[src/rtl/opl3_wq_pkg.sv]
// -----------------------------------------------------------------------------
// opl3_wq_pkg
// Shared types and constants for the OPL3 write queue.
//   opl3_wq_entry_t : one captured CPU write, {addr[1:0], data[7:0]}
//   opl3_wq_state_t : replay FSM states (IDLE, STROBE, GAP)
//   ENTRY_W         : width of one queue entry in bits
// -----------------------------------------------------------------------------
package opl3_wq_pkg;

  localparam int ENTRY_W = 10;

  typedef struct packed {
    logic [1:0] addr;
    logic [7:0] data;
  } opl3_wq_entry_t;

  typedef enum logic [1:0] {
    IDLE   = 2'd0,
    STROBE = 2'd1,
    GAP    = 2'd2
  } opl3_wq_state_t;

endpackage

[src/rtl/opl3_wq_fifo.sv]
// -----------------------------------------------------------------------------
// opl3_wq_fifo
// Synchronous FIFO holding captured CPU writes for replay.
//   clk, rst_n  : clock, synchronous active-low reset (empties the FIFO)
//   push        : write push_entry at this edge (ignored when full)
//   push_entry  : entry to store
//   pop         : discard the head at this edge (ignored when empty)
//   head        : oldest stored entry, read from the storage registers
//   full, empty : count == DEPTH / count == 0
//   count       : number of stored entries, 0..DEPTH
//
// Push/pop contract: push and pop are single-cycle requests acting at the
// rising edge where they are high. A push is accepted only when full=0 and a
// pop only when empty=0; both may act at the same edge, leaving count
// unchanged. head is valid whenever empty=0.
// DEPTH must be a power of two (>= 2) so pointers wrap by natural overflow.
// -----------------------------------------------------------------------------
module opl3_wq_fifo
  import opl3_wq_pkg::*;
#(
  parameter int DEPTH = 16,
  localparam int PTR_W = $clog2(DEPTH),
  localparam int CNT_W = PTR_W + 1
) (
  input  logic           clk,
  input  logic           rst_n,
  input  logic           push,
  input  opl3_wq_entry_t push_entry,
  input  logic           pop,
  output opl3_wq_entry_t head,
  output logic           full,
  output logic           empty,
  output logic [CNT_W-1:0] count
);

  opl3_wq_entry_t   mem_q [DEPTH];
  logic [PTR_W-1:0] wr_ptr_q, wr_ptr_d;
  logic [PTR_W-1:0] rd_ptr_q, rd_ptr_d;
  logic [CNT_W-1:0] count_q, count_d;
  logic             do_push, do_pop;

  assign full    = (count_q == CNT_W'(DEPTH));
  assign empty   = (count_q == '0);
  assign count   = count_q;
  assign head    = mem_q[rd_ptr_q];
  assign do_push = push & ~full;
  assign do_pop  = pop & ~empty;

  always_comb begin
    wr_ptr_d = wr_ptr_q;
    rd_ptr_d = rd_ptr_q;
    count_d  = count_q;
    if (do_push) wr_ptr_d = wr_ptr_q + PTR_W'(1);
    if (do_pop)  rd_ptr_d = rd_ptr_q + PTR_W'(1);
    case ({do_push, do_pop})
      2'b10:   count_d = count_q + CNT_W'(1);
      2'b01:   count_d = count_q - CNT_W'(1);
      default: count_d = count_q;
    endcase
  end

  always_ff @(posedge clk) begin
    if (!rst_n) begin
      wr_ptr_q <= '0;
      rd_ptr_q <= '0;
      count_q  <= '0;
    end else begin
      wr_ptr_q <= wr_ptr_d;
      rd_ptr_q <= rd_ptr_d;
      count_q  <= count_d;
    end
  end

  // Storage needs no reset: an entry is only read after it has been written.
  always_ff @(posedge clk) begin
    if (do_push) mem_q[wr_ptr_q] <= push_entry;
  end

endmodule

[src/rtl/opl3_write_queue.sv]
// -----------------------------------------------------------------------------
// opl3_write_queue
// Captures CPU writes to the four OPL3 ports into a FIFO and replays them to
// the core as clean write strobes, paced by a gap counted in ce_1us ticks.
//   clk, rst_n         : clock, synchronous active-low reset
//   ce_1us             : one-cycle pulse per microsecond
//   cpu_addr, cpu_din  : CPU port address / write data
//   cpu_we             : CPU write level; a write is its rising edge
//   opl_addr, opl_din  : address / data presented to the core
//   opl_we             : write strobe, high for WE_HOLD cycles per write
//   full               : FIFO holds DEPTH entries (new writes are dropped)
//   busy               : FIFO not empty or replay FSM not IDLE
//   drop_cnt           : saturating count of dropped writes
//   dbg_state          : current replay FSM state
// Optional feature: define OPL3_WQ_DROP_CNT_EN to build the drop counter;
// otherwise drop_cnt is tied to zero.
// -----------------------------------------------------------------------------
module opl3_write_queue
  import opl3_wq_pkg::*;
#(
  parameter int DEPTH       = 16,
  parameter int ADDR_GAP_US = 3,
  parameter int DATA_GAP_US = 3,
  parameter int WE_HOLD     = 2
) (
  input  logic           clk,
  input  logic           rst_n,
  input  logic           ce_1us,
  input  logic [1:0]     cpu_addr,
  input  logic [7:0]     cpu_din,
  input  logic           cpu_we,
  output logic [1:0]     opl_addr,
  output logic [7:0]     opl_din,
  output logic           opl_we,
  output logic           full,
  output logic           busy,
  output logic [7:0]     drop_cnt,
  output opl3_wq_state_t dbg_state
);

  localparam int CNT_W   = $clog2(DEPTH) + 1;
  localparam int GAP_MAX = (ADDR_GAP_US > DATA_GAP_US) ? ADDR_GAP_US : DATA_GAP_US;
  localparam int GAP_W   = (GAP_MAX < 2) ? 1 : $clog2(GAP_MAX + 1);
  localparam int HOLD_W  = (WE_HOLD < 2) ? 1 : $clog2(WE_HOLD + 1);

  opl3_wq_state_t    state_q, state_d;
  logic              cpu_we_q, cpu_we_d;
  logic [HOLD_W-1:0] hold_q, hold_d;
  logic [GAP_W-1:0]  gap_q, gap_d;
  logic [1:0]        opl_addr_q, opl_addr_d;
  logic [7:0]        opl_din_q, opl_din_d;
  logic              opl_we_q, opl_we_d;

  logic              write_edge;
  logic              fifo_pop;
  logic              launch;
  opl3_wq_entry_t    push_entry;
  opl3_wq_entry_t    head_entry;
  logic              fifo_full, fifo_empty;
  logic [CNT_W-1:0]  fifo_count;

  assign write_edge = cpu_we & ~cpu_we_q;
  assign push_entry = '{addr: cpu_addr, data: cpu_din};

  opl3_wq_fifo #(.DEPTH(DEPTH)) u_fifo (
    .clk        (clk),
    .rst_n      (rst_n),
    .push       (write_edge),
    .push_entry (push_entry),
    .pop        (fifo_pop),
    .head       (head_entry),
    .full       (fifo_full),
    .empty      (fifo_empty),
    .count      (fifo_count)
  );

  // Replay FSM. A new write is launched from IDLE, or straight out of GAP once
  // the gap has expired, so a zero gap costs exactly one low cycle of opl_we.
  always_comb begin
    state_d    = state_q;
    cpu_we_d   = cpu_we;
    hold_d     = hold_q;
    gap_d      = gap_q;
    opl_addr_d = opl_addr_q;
    opl_din_d  = opl_din_q;
    opl_we_d   = opl_we_q;
    launch     = 1'b0;
    fifo_pop   = 1'b0;

    case (state_q)
      IDLE: begin
        launch = ~fifo_empty;
      end
      STROBE: begin
        if (hold_q <= HOLD_W'(1)) begin
          opl_we_d = 1'b0;
          // opl_addr_q still holds the write just strobed.
          gap_d    = opl_addr_q[0] ? GAP_W'(DATA_GAP_US) : GAP_W'(ADDR_GAP_US);
          state_d  = GAP;
        end else begin
          hold_d = hold_q - HOLD_W'(1);
        end
      end
      GAP: begin
        if (gap_q == '0) begin
          state_d = IDLE;
          launch  = ~fifo_empty;
        end else if (ce_1us) begin
          gap_d = gap_q - GAP_W'(1);
        end
      end
      default: begin
        state_d  = IDLE;
        opl_we_d = 1'b0;
      end
    endcase

    if (launch) begin
      fifo_pop   = 1'b1;
      opl_addr_d = head_entry.addr;
      opl_din_d  = head_entry.data;
      opl_we_d   = 1'b1;
      hold_d     = HOLD_W'(WE_HOLD);
      state_d    = STROBE;
    end
  end

  always_ff @(posedge clk) begin
    if (!rst_n) begin
      state_q    <= IDLE;
      cpu_we_q   <= 1'b0;
      hold_q     <= '0;
      gap_q      <= '0;
      opl_addr_q <= '0;
      opl_din_q  <= '0;
      opl_we_q   <= 1'b0;
    end else begin
      state_q    <= state_d;
      cpu_we_q   <= cpu_we_d;
      hold_q     <= hold_d;
      gap_q      <= gap_d;
      opl_addr_q <= opl_addr_d;
      opl_din_q  <= opl_din_d;
      opl_we_q   <= opl_we_d;
    end
  end

`ifdef OPL3_WQ_DROP_CNT_EN
  logic [7:0] drop_cnt_q, drop_cnt_d;

  // A write arriving while full is lost even if a pop happens at that edge.
  always_comb begin
    drop_cnt_d = drop_cnt_q;
    if (write_edge && fifo_full && (drop_cnt_q != 8'hFF))
      drop_cnt_d = drop_cnt_q + 8'd1;
  end

  always_ff @(posedge clk) begin
    if (!rst_n) drop_cnt_q <= '0;
    else        drop_cnt_q <= drop_cnt_d;
  end

  assign drop_cnt = drop_cnt_q;
`else
  assign drop_cnt = '0;
`endif

  assign opl_addr  = opl_addr_q;
  assign opl_din   = opl_din_q;
  assign opl_we    = opl_we_q;
  assign full      = fifo_full;
  assign busy      = (fifo_count != '0) | (state_q != IDLE);
  assign dbg_state = state_q;

endmodule

[config.mk]
export PLATFORM = sky130hd
export DESIGN_NAME = opl3_write_queue
export DESIGN_NICKNAME = d
export VERILOG_FILES = /design/src/rtl/opl3_wq_pkg.sv /design/src/rtl/opl3_wq_fifo.sv /design/src/rtl/opl3_write_queue.sv
export SDC_FILE = /design/constraint.sdc
export NUM_CORES = 1
export LEC_CHECK = 0
export BUFFER_PORTS_ARGS = -buffer_cell sky130_fd_sc_hd__buf_2
export CAP_MARGIN = 20
export CORE_MARGIN = 2
export CORE_UTILIZATION = 40
export CTS_BUF_LIST = sky130_fd_sc_hd__clkbuf_8 sky130_fd_sc_hd__clkbuf_16
export CTS_CLUSTER_DIAMETER = 80
export CTS_CLUSTER_SIZE = 20
export DETAILED_ROUTE_END_ITERATION = 7
export GPL_TIMING_DRIVEN = 0
export SLEW_MARGIN = 20
export SYNTH_ARGS = -nofsm -noshare
export SYNTH_HDL_FRONTEND = slang
export SYNTH_SLANG_ARGS = --single-unit
[constraint.sdc]
create_clock -name clk -period 2.5 [get_ports clk]
set_input_delay 0.625 -clock clk [delete_from_list [all_inputs] [get_ports clk]]
set_output_delay 0.625 -clock clk [all_outputs]
set_load 0.05 [all_outputs]
# After elaboration in Yosys (flattened, before gate mapping)
# Memory sizes are Yosys's and may differ from the RTL's. A register that Yosys moved wholly into a read port is not among the register bits.
# Cells that the tools add are included.
# totals
n_memories,1
reg_bits,21
latch_bits,0
inputBits,14
mem_bits_ro,0
wordCells,79
ram_bits,160
# memory_table
memory,depth,word_bits,read_ports,rd_clocked_by_memory_dff,write_ports,line,text
u_fifo.mem_q,16,10,1,1,1,opl3_wq_fifo.sv:36,opl3_wq_entry_t mem_q [DEPTH];
# op_classes
reduce_logical,17
multipliers,0
mux,20
n_eq_ne,14
div_mod_pow,0
magnitude_cmp,1
n_shift,0
bitwise,10
addsub,6
# ops
op,n
$mux 2,8
$ne 2x2->1 const B,6
$pmux 5 s2,1
$add 4x1->4 const B,2
$reduce_bool 2->1,4
$mux 1,7
$ne 3x3->1 const B,2
$not 1->1,6
$pmux 2 s3,1
$reduce_and 2->1,3
$reduce_and 3->1,2
$add 5x1->5 const B,1
$eq 5x5->1 const B,1
$logic_not 5->1,1
$reduce_bool 5->1,1
$sub 5x1->5 const B,1
$eq 2x1->1 const B,2
$eq 2x2->1 const B,2
$logic_not 2->1,2
$pmux 1 s2,2
$pmux 2 s2,1
$reduce_and 4->1,1
$reduce_or 2->1,2
$sub 2x1->2 const B,2
other kinds (5),7

# Logic depth before layout (Yosys ltp)
# Gate-level depths: netlist of the first run.
# depth
ltp_word,8
ltp_mapped,14

# Hierarchy
# From an unflattened synthesis of the first run, not the netlist that was laid out.
# unflattened
cells_unflattened,469
area_unflattened_um2,7812.5
# by_module_without_submodules
module,area_per_inst_um2,seq_area_each_um2,n_inst,cells_per_inst
opl3_wq_fifo,7010.5,5144.9,1,374
opl3_write_queue,802.0,360.3,1,95

# Worst setup path after synthesis of the first run
# Ideal clock, no wire load.
# synth_timing
path_type,reg-to-reg
start,reg state_q[1] (netlist: dbg_state[1])
end,reg u_fifo.count_q[2] (netlist: u_fifo.count[2])
required_ns,2.429
path_slack_ns,-0.220
setup_time_ns,0.071
t_arrival_ns,2.649
n_path_buf,2
stages_incl_launch_ff,13
cell_sequence,dfxtp_1 > nor2b_1 > a211o_4 > inv_2 > buf_2 > ha_1 > buf_2 > xor2_1 > ha_1 > a21oi_1 > xor2_1 > or3_1 > a21oi_1
# synth_between
elab_chain_len,6
# synth_rtl
item,line,text
"start, declared",opl3_write_queue.sv:46,"opl3_wq_state_t state_q, state_d;"
"start signal, assigned",opl3_write_queue.sv:138,state_q <= state_d;
$eq 2x2->1 / $logic_not 2->1 (equally long branches),opl3_write_queue.sv:90,case (state_q)
$pmux 1 s2 (*),opl3_write_queue.sv:90,
$mux 1 (*),opl3_write_queue.sv:118,if (launch) begin
$and 1x1->1 (*),opl3_wq_fifo.sv:47,assign do_pop = pop & ~empty;
named net u_fifo.do_pop,opl3_wq_fifo.sv:40,"logic do_push, do_pop;"
$eq 2x1->1 / $eq 2x2->1 (equally long branches),opl3_wq_fifo.sv:55,"case ({do_push, do_pop})"
$pmux 5 s2 / $reduce_bool 2->1 (equally long branches),--,
"end signal, assigned",opl3_wq_fifo.sv:70,count_q <= count_d;
"end, declared",opl3_wq_fifo.sv:39,"logic [CNT_W-1:0] count_q, count_d;"
# The timed path passes the listed nets; every way through them passes the cells marked *.
# A chain may end at the register's enable or synchronous reset.

# Worst setup path in the final report of the first run
# layout_timing
start,reg u_fifo.count_q[2] (netlist: u_fifo.count[2])
end,out busy
# layout_between
elab_chain_len,2
# layout_rtl
item,line,text
$reduce_bool 5->1,opl3_write_queue.sv:172,assign busy = (fifo_count != '0) | (state_q != IDLE);
$or 1x1->1,opl3_write_queue.sv:172,
"end, declared",opl3_write_queue.sv:36,"output logic busy,"
# Every way passes these cells.

==> reports/results.ini, run 1 <==
[status]
run_status = finished, violations left
violations = negative setup slack

[routing]
dr.first_iter.drc_count = 360
wl_per_cell_um = 19.7
routed_wl_mm = 17.4
drc_errors = 0
postRouteAntennaNets = 0
via_count = 4587
drt_first_pass_iters = 4
routed_via_density = 5.22

[logic_synthesis]
yosys_warnings = 0
synth-edff-count = 160
avgSynthCellArea_sq_um = 14.8
synth_seq_area_share_pct = 69.7
netlist_area_sq_mm = 0.00779
synth_cell_types = 43
synth-seq-cells = 191
synth_ff_type = edfxtp_1
syn_inst = 526
async_reset_ff_share_pct = 0

[critical_path]
reg2reg_from = u_fifo.count[2]$_SDFFE_PN0P_
crit_fanout = 7
startpoint_type = register
required_ps = 1880
cp-end-kind = output pin
cp_common_cell = or4_4
critical_path_buf_inv_count = 2
cp_data_arrival_time_ps = 1950
crit_family = simple AND/OR/NAND/NOR gates
worstSetupStartpoint = u_fifo.count[2]$_SDFFE_PN0P_
cp_cell_sequence = buf_6 > or4_4 > or4_4 > buf_8
slowest_stage = or4_4
critical_path.max_stage_delay_ps = 490
worst-setup-path-type = reg2out

[final_layout]
fillers = 1690
final_nets = 625
multi_input_area_sq_mm = 0.00223
regArea_sq_mm = 0.00543
area_delta_synth_final_pct = 18.3
final_common_cell = edfxtp_1
final_cell_mix = edfxtp_1 (160), mux2i_1 (79), nor2_1 (41)
diodes = 0
utilization_pct = 47.8
final_layout_size_suffix_gt1_share_pct = 23.3

[clocking]
clk_pin_slew_ps = 70
cts.sink_count = 191
clk-insertion-delay-late_ps = 430
htree_levels = 4
cts_hold_buffers = 0
cts_tree = done
clk_path_buf_depth = 2
numCtsBuffers = 17
cts_root_buf = clkbuf_16

[flow_run]
cap_violations = 0

[global_routing]
grt_pass1_wl_mm = 25.5
grt_use_total_pct = 17.3
antenna_found_initial = 0
grt_pass1_vias = 4343
overflow = 0
grt_max_degree = 18

[timing]
rsz0062_at_grt = true
skew_ps = 8.87
whs_ps = 417
setup_tns_ps = -74.1
worst_slack_ps = -73.1
finalHoldViolCount = 0
period_needed_ps = 2570
maxSlewViolCount = 0
maxSlewHeadroom_pct = 30.0
setup_viol = 2
worst_pin_slew_ps = 1050
fmax_mhz = 389
fin_crit_sh_pct = 103

[die]
io-pin-count = 37
row_count = 51
die_area_sq_mm = 0.0206
die_y_um = 144
core_sq_mm = 0.0193
initial_utilization_pct = 40.4
die_x_um = 144

[pwr]
vdd_ir_drop_max_v = 0.000375
leakagePower_nw = 3.01
p_per_area_mw_per_mm2 = 988

[place]
numPortBuffers = 27
dp_hpwl_mm = 11.4
place_ws_ps = -308
place.gp.congestion = 0.801

[min_path]
hp-start = cpu_we
hold_path.class = in2reg

[power by group]
group | switching, W | internal [W] | total, W
clock | 0.00119 | 0.00159 | 0.00277
combinational | 0.00153 | 0.00101 | 0.00254
sequential | 0.000138 | 0.00364 | 0.00378
[sequential cells by signal, summed over array words and instances (netlist names)]
signal           flops
u_fifo.mem_q       160
opl_din              8
u_fifo.count         5
u_fifo.rd_ptr_q      4
u_fifo.wr_ptr_q      4
dbg_state            2
gap_q                2
hold_q               2
opl_addr             2
cpu_we_q             1
opl_we               1
[cells by family after synthesis]
group,synth area share [%]
other,0.0482
AOI/OAI and AO/OA,7.09
DFF,69.7
buffers and inverters,3.41
adders and majority gates,1.61
muxes,10.7
and+or+nand+nor,6.54
xor gates and xnor gates,0.900
[cells in the mapped netlist (3+ instances only)]
library cell    n  area, sq um
a21oi_1        13         65.1
nand2_1         4         15.0
nand3_1         6         30.0
nor3_1          7         35.0
a31oi_1        11         68.8
mux2i_1        79          791
o22ai_1        38          238
buf_6           3         33.8
a211o_1         3         26.3
ha_1           10          125
nand3b_1        9         67.6
inv_1          10         37.5
dfxtp_1        31          621
buf_2          17         85.1
nor2_1         45          169
edfxtp_1      160         4800
o21ai_0        16         80.1
xor2_1          5         43.8
xnor2_1         3         26.3
nand2b_1        8         50.1
buf_4          10         75.1
or3_1           4         25.0
clkbuf_1        7         26.3
[layer usage]
metal / track usage, % / vias up / routed length [um]
li1: - / 2146 / -
met1: 23.5 / 2284 / 7720
met2: 28.1 / 132 / 8440
met3: 3.00 / 25 / 875
met4: 6.35 / 0 / 326
met5: 0 / - / 0
[cell type report]
cell class / count / share of cell area, %
tap: 265 / 3.60
inverter: 11 / 0.530
sequential: 191 / 59.0
buffer: 35 / 2.35
timing repair buffer: 52 / 3.65
multi-input combinational: 293 / 24.3
clock buffer: 17 / 4.62
clock inverter: 15 / 2.00
[repair_timing]
| item | 4_1_cts | 5_1_grt |
|---|---|---|
| cloned | 0 | 0 |
| setup buffers | 5 | 16 |
| setup endpoints to repair | 4 | 87 |
| pin swaps | 4 | 10 |
| resized for setup | 12 | 19 |
[worst paths after layout]
path	to	slack, ps	cells after the start
min reg2reg	opl_we$_SDFFE_PN0P_	510	2
max	busy	-70	4
min	cpu_we_q$_SDFF_PN0_	420	2
max reg2reg	u_fifo.count[2]$_SDFFE_PN0P_	0	13
[through the flow]
| step | power [W] | std cells | instance area [sq um] |
|---|---|---|---|
| finish | 0.00910 | 879 | 9210 |
| floorplan | 0.00536 | 533 | 7850 |
| global route | 0.00945 | 879 | 9210 |
| global placement | 0.00590 | 825 | 8310 |
| CTS | 0.00890 | 866 | 9060 |
| detailed placement | 0.00598 | 829 | 8360 |
No activity file was read; power rests on OpenSTA's default activity.
==> inputs of run 2 (changes only) <==
Settings changed: PLACE_DENSITY_LB_ADDON from default to 0.15.
==> reports/results.ini, run 2 (synthesized netlist as in run 1, its figures left out) <==
[status]
run_status = finished, violations left
violations = negative setup slack

[routing]
routed_via_density = 5.20
dr.first_iter.drc_count = 363
via_count = 4521
drc_errors = 0
postRouteAntennaNets = 0
drt_first_pass_iters = 5
wl_per_cell_um = 20.4
routed_wl_mm = 17.7

[critical_path]
cp_data_arrival_time_ps = 1990
critical_path.max_stage_delay_ps = 520
cp_common_cell = or4_4
cp_cell_sequence = buf_6 > or4_4 > or4_4 > buf_8
slowest_stage = or4_4
required_ps = 1880
worst-setup-path-type = reg2out
startpoint_type = register
cp-end-kind = output pin
crit_fanout = 7

[timing]
skew_ps = 7.96
rsz0062_at_grt = true
period_needed_ps = 2610
fmax_mhz = 382
setup_viol = 1
finalHoldViolCount = 0
maxSlewHeadroom_pct = 29.9
fin_crit_sh_pct = 105
worst_pin_slew_ps = 1050
worst_slack_ps = -115
maxSlewViolCount = 0

[clocking]
clk_pin_slew_ps = 70
numCtsBuffers = 17
clk_path_buf_depth = 2
cts.sink_count = 191
cts_hold_buffers = 0
cts_root_buf = clkbuf_16
clk-insertion-delay-late_ps = 430
htree_levels = 4
cts_tree = done

[die]
initial_utilization_pct = 40.4
die_y_um = 144
io-pin-count = 37
core_sq_mm = 0.0193
row_count = 51
die_x_um = 144
die_area_sq_mm = 0.0206

[final_layout]
final_layout_size_suffix_gt1_share_pct = 21.3
multi_input_area_sq_mm = 0.00221
utilization_pct = 47.0
area_delta_synth_final_pct = 16.2
final_common_cell = edfxtp_1
largest_reg_flops = 160
regMostFlops = u_fifo.mem_q
fillers = 1712
final_nets = 616
instances_no_fill = 870
diodes = 0
final_cell_mix = edfxtp_1 (160), mux2i_1 (79), buf_2 (41), nor2_1 (41), o22ai_1 (38)
regArea_sq_mm = 0.00543

[pwr]
total_power_w = 0.00867
leakagePower_nw = 2.92
p_int_w = 0.00587
p_sw_w = 0.00280
seq_power_share_pct = 43.5
p_comb_share_pct = 27.3
p_clk_share_pct = 29.3
vdd_ir_drop_max_v = 0.000442
swShare_pct = 32.3
p_per_area_mw_per_mm2 = 958

[flow_run]
cap_violations = 0

[place]
numPortBuffers = 27
place_inst = 829
place.gp.congestion = 0.868
dp_hpwl_mm = 11.7

[global_routing]
overflow = 0
grt_max_degree = 17
grt_pass1_vias = 4446
grt_use_total_pct = 18.2
grt_pass1_wl_mm = 26.6
antenna_found_initial = 0

[min_path]
hold_path.class = in2reg

==> run 2: changes by cell type in the layout (fill, tap and decap cells not counted), sizes merged <==
cell,change
bufinv,-2
inv,-2
buf,-9
clkinvlp,+1
clkinv,+3
==> run 2: worst paths after layout <==
kind	from	end	slack [ps]	cells past startpoint
max	u_fifo.count[2]$_SDFFE_PN0P_	busy	-110	4
max reg2reg	u_fifo.count[2]$_SDFFE_PN0P_	u_fifo.count[2]$_SDFFE_PN0P_	20	13
min	cpu_we	cpu_we_q$_SDFF_PN0_	420	2
min reg2reg	opl_we$_SDFFE_PN0P_	opl_we$_SDFFE_PN0P_	500	2
==> run 2: layer usage <==
layer / global-route usage [%] / vias to the layer above / routed length [um]
li1: - / 2121 / -
met1: 24.4 / 2261 / 8070
met2: 29.2 / 118 / 8520
met3: 3.73 / 21 / 776
met4: 7.02 / 0 / 367
met5: 0 / - / 0
==> run 2: cell type report <==
type                            instances  share of cell area, %
Clock buffer                           17                   4.70
Multi-Input combinational cell        293                   24.5
Sequential cell                       191                   60.0
Inverter                               11                  0.539
Buffer                                 37                   2.53
Tap cell                              265                   3.66
Clock inverter                         15                   1.35
Timing Repair Buffer                   41                   2.76
==> run 2: what timing repair did <==
| action | 4_1_cts | 5_1_grt |
|---|---|---|
| gates resized for setup | 12 | 9 |
| endpoints found under the setup margin | 4 | 94 |
| pin swaps | 2 | 6 |
| setup buffers | 5 | 5 |
==> run 2: power groups by stage <==
stage	registers, W	clock network (W)	logic (W)
6_report	0.00377	0.00254	0.00236
5_1_grt	0.00379	0.00271	0.00255
4_1_cts	0.00377	0.00257	0.00230
3_5_place_dp	0.00383	0	0.00216
3_3_place_gp	0.00383	0	0.00210
2_1_floorplan	0.00405	0	0.00131
==> run 2: per-stage QoR <==
stage | setup slack, ps | area, sq um | hold slack [ps] | TNS [ps]
final | -115 | 9050 | 421 | -115
after global routing | -154 | 9050 | 419 | -328
after CTS | -140 | 8990 | 407 | -140
after detailed placement | -336 | 8360 | 500 | -10060
after global placement | -561 | 8310 | 488 | -23790
after floorplan | 9.77 | 7850 | 491 | 0
==> run 2: worst max-delay path: cells and delay by family, from the launching register on <==
kind | cells | cell delay [ps]
simple gates | 2 | 950
flops | 1 | 310
buf+inv | 2 | 290
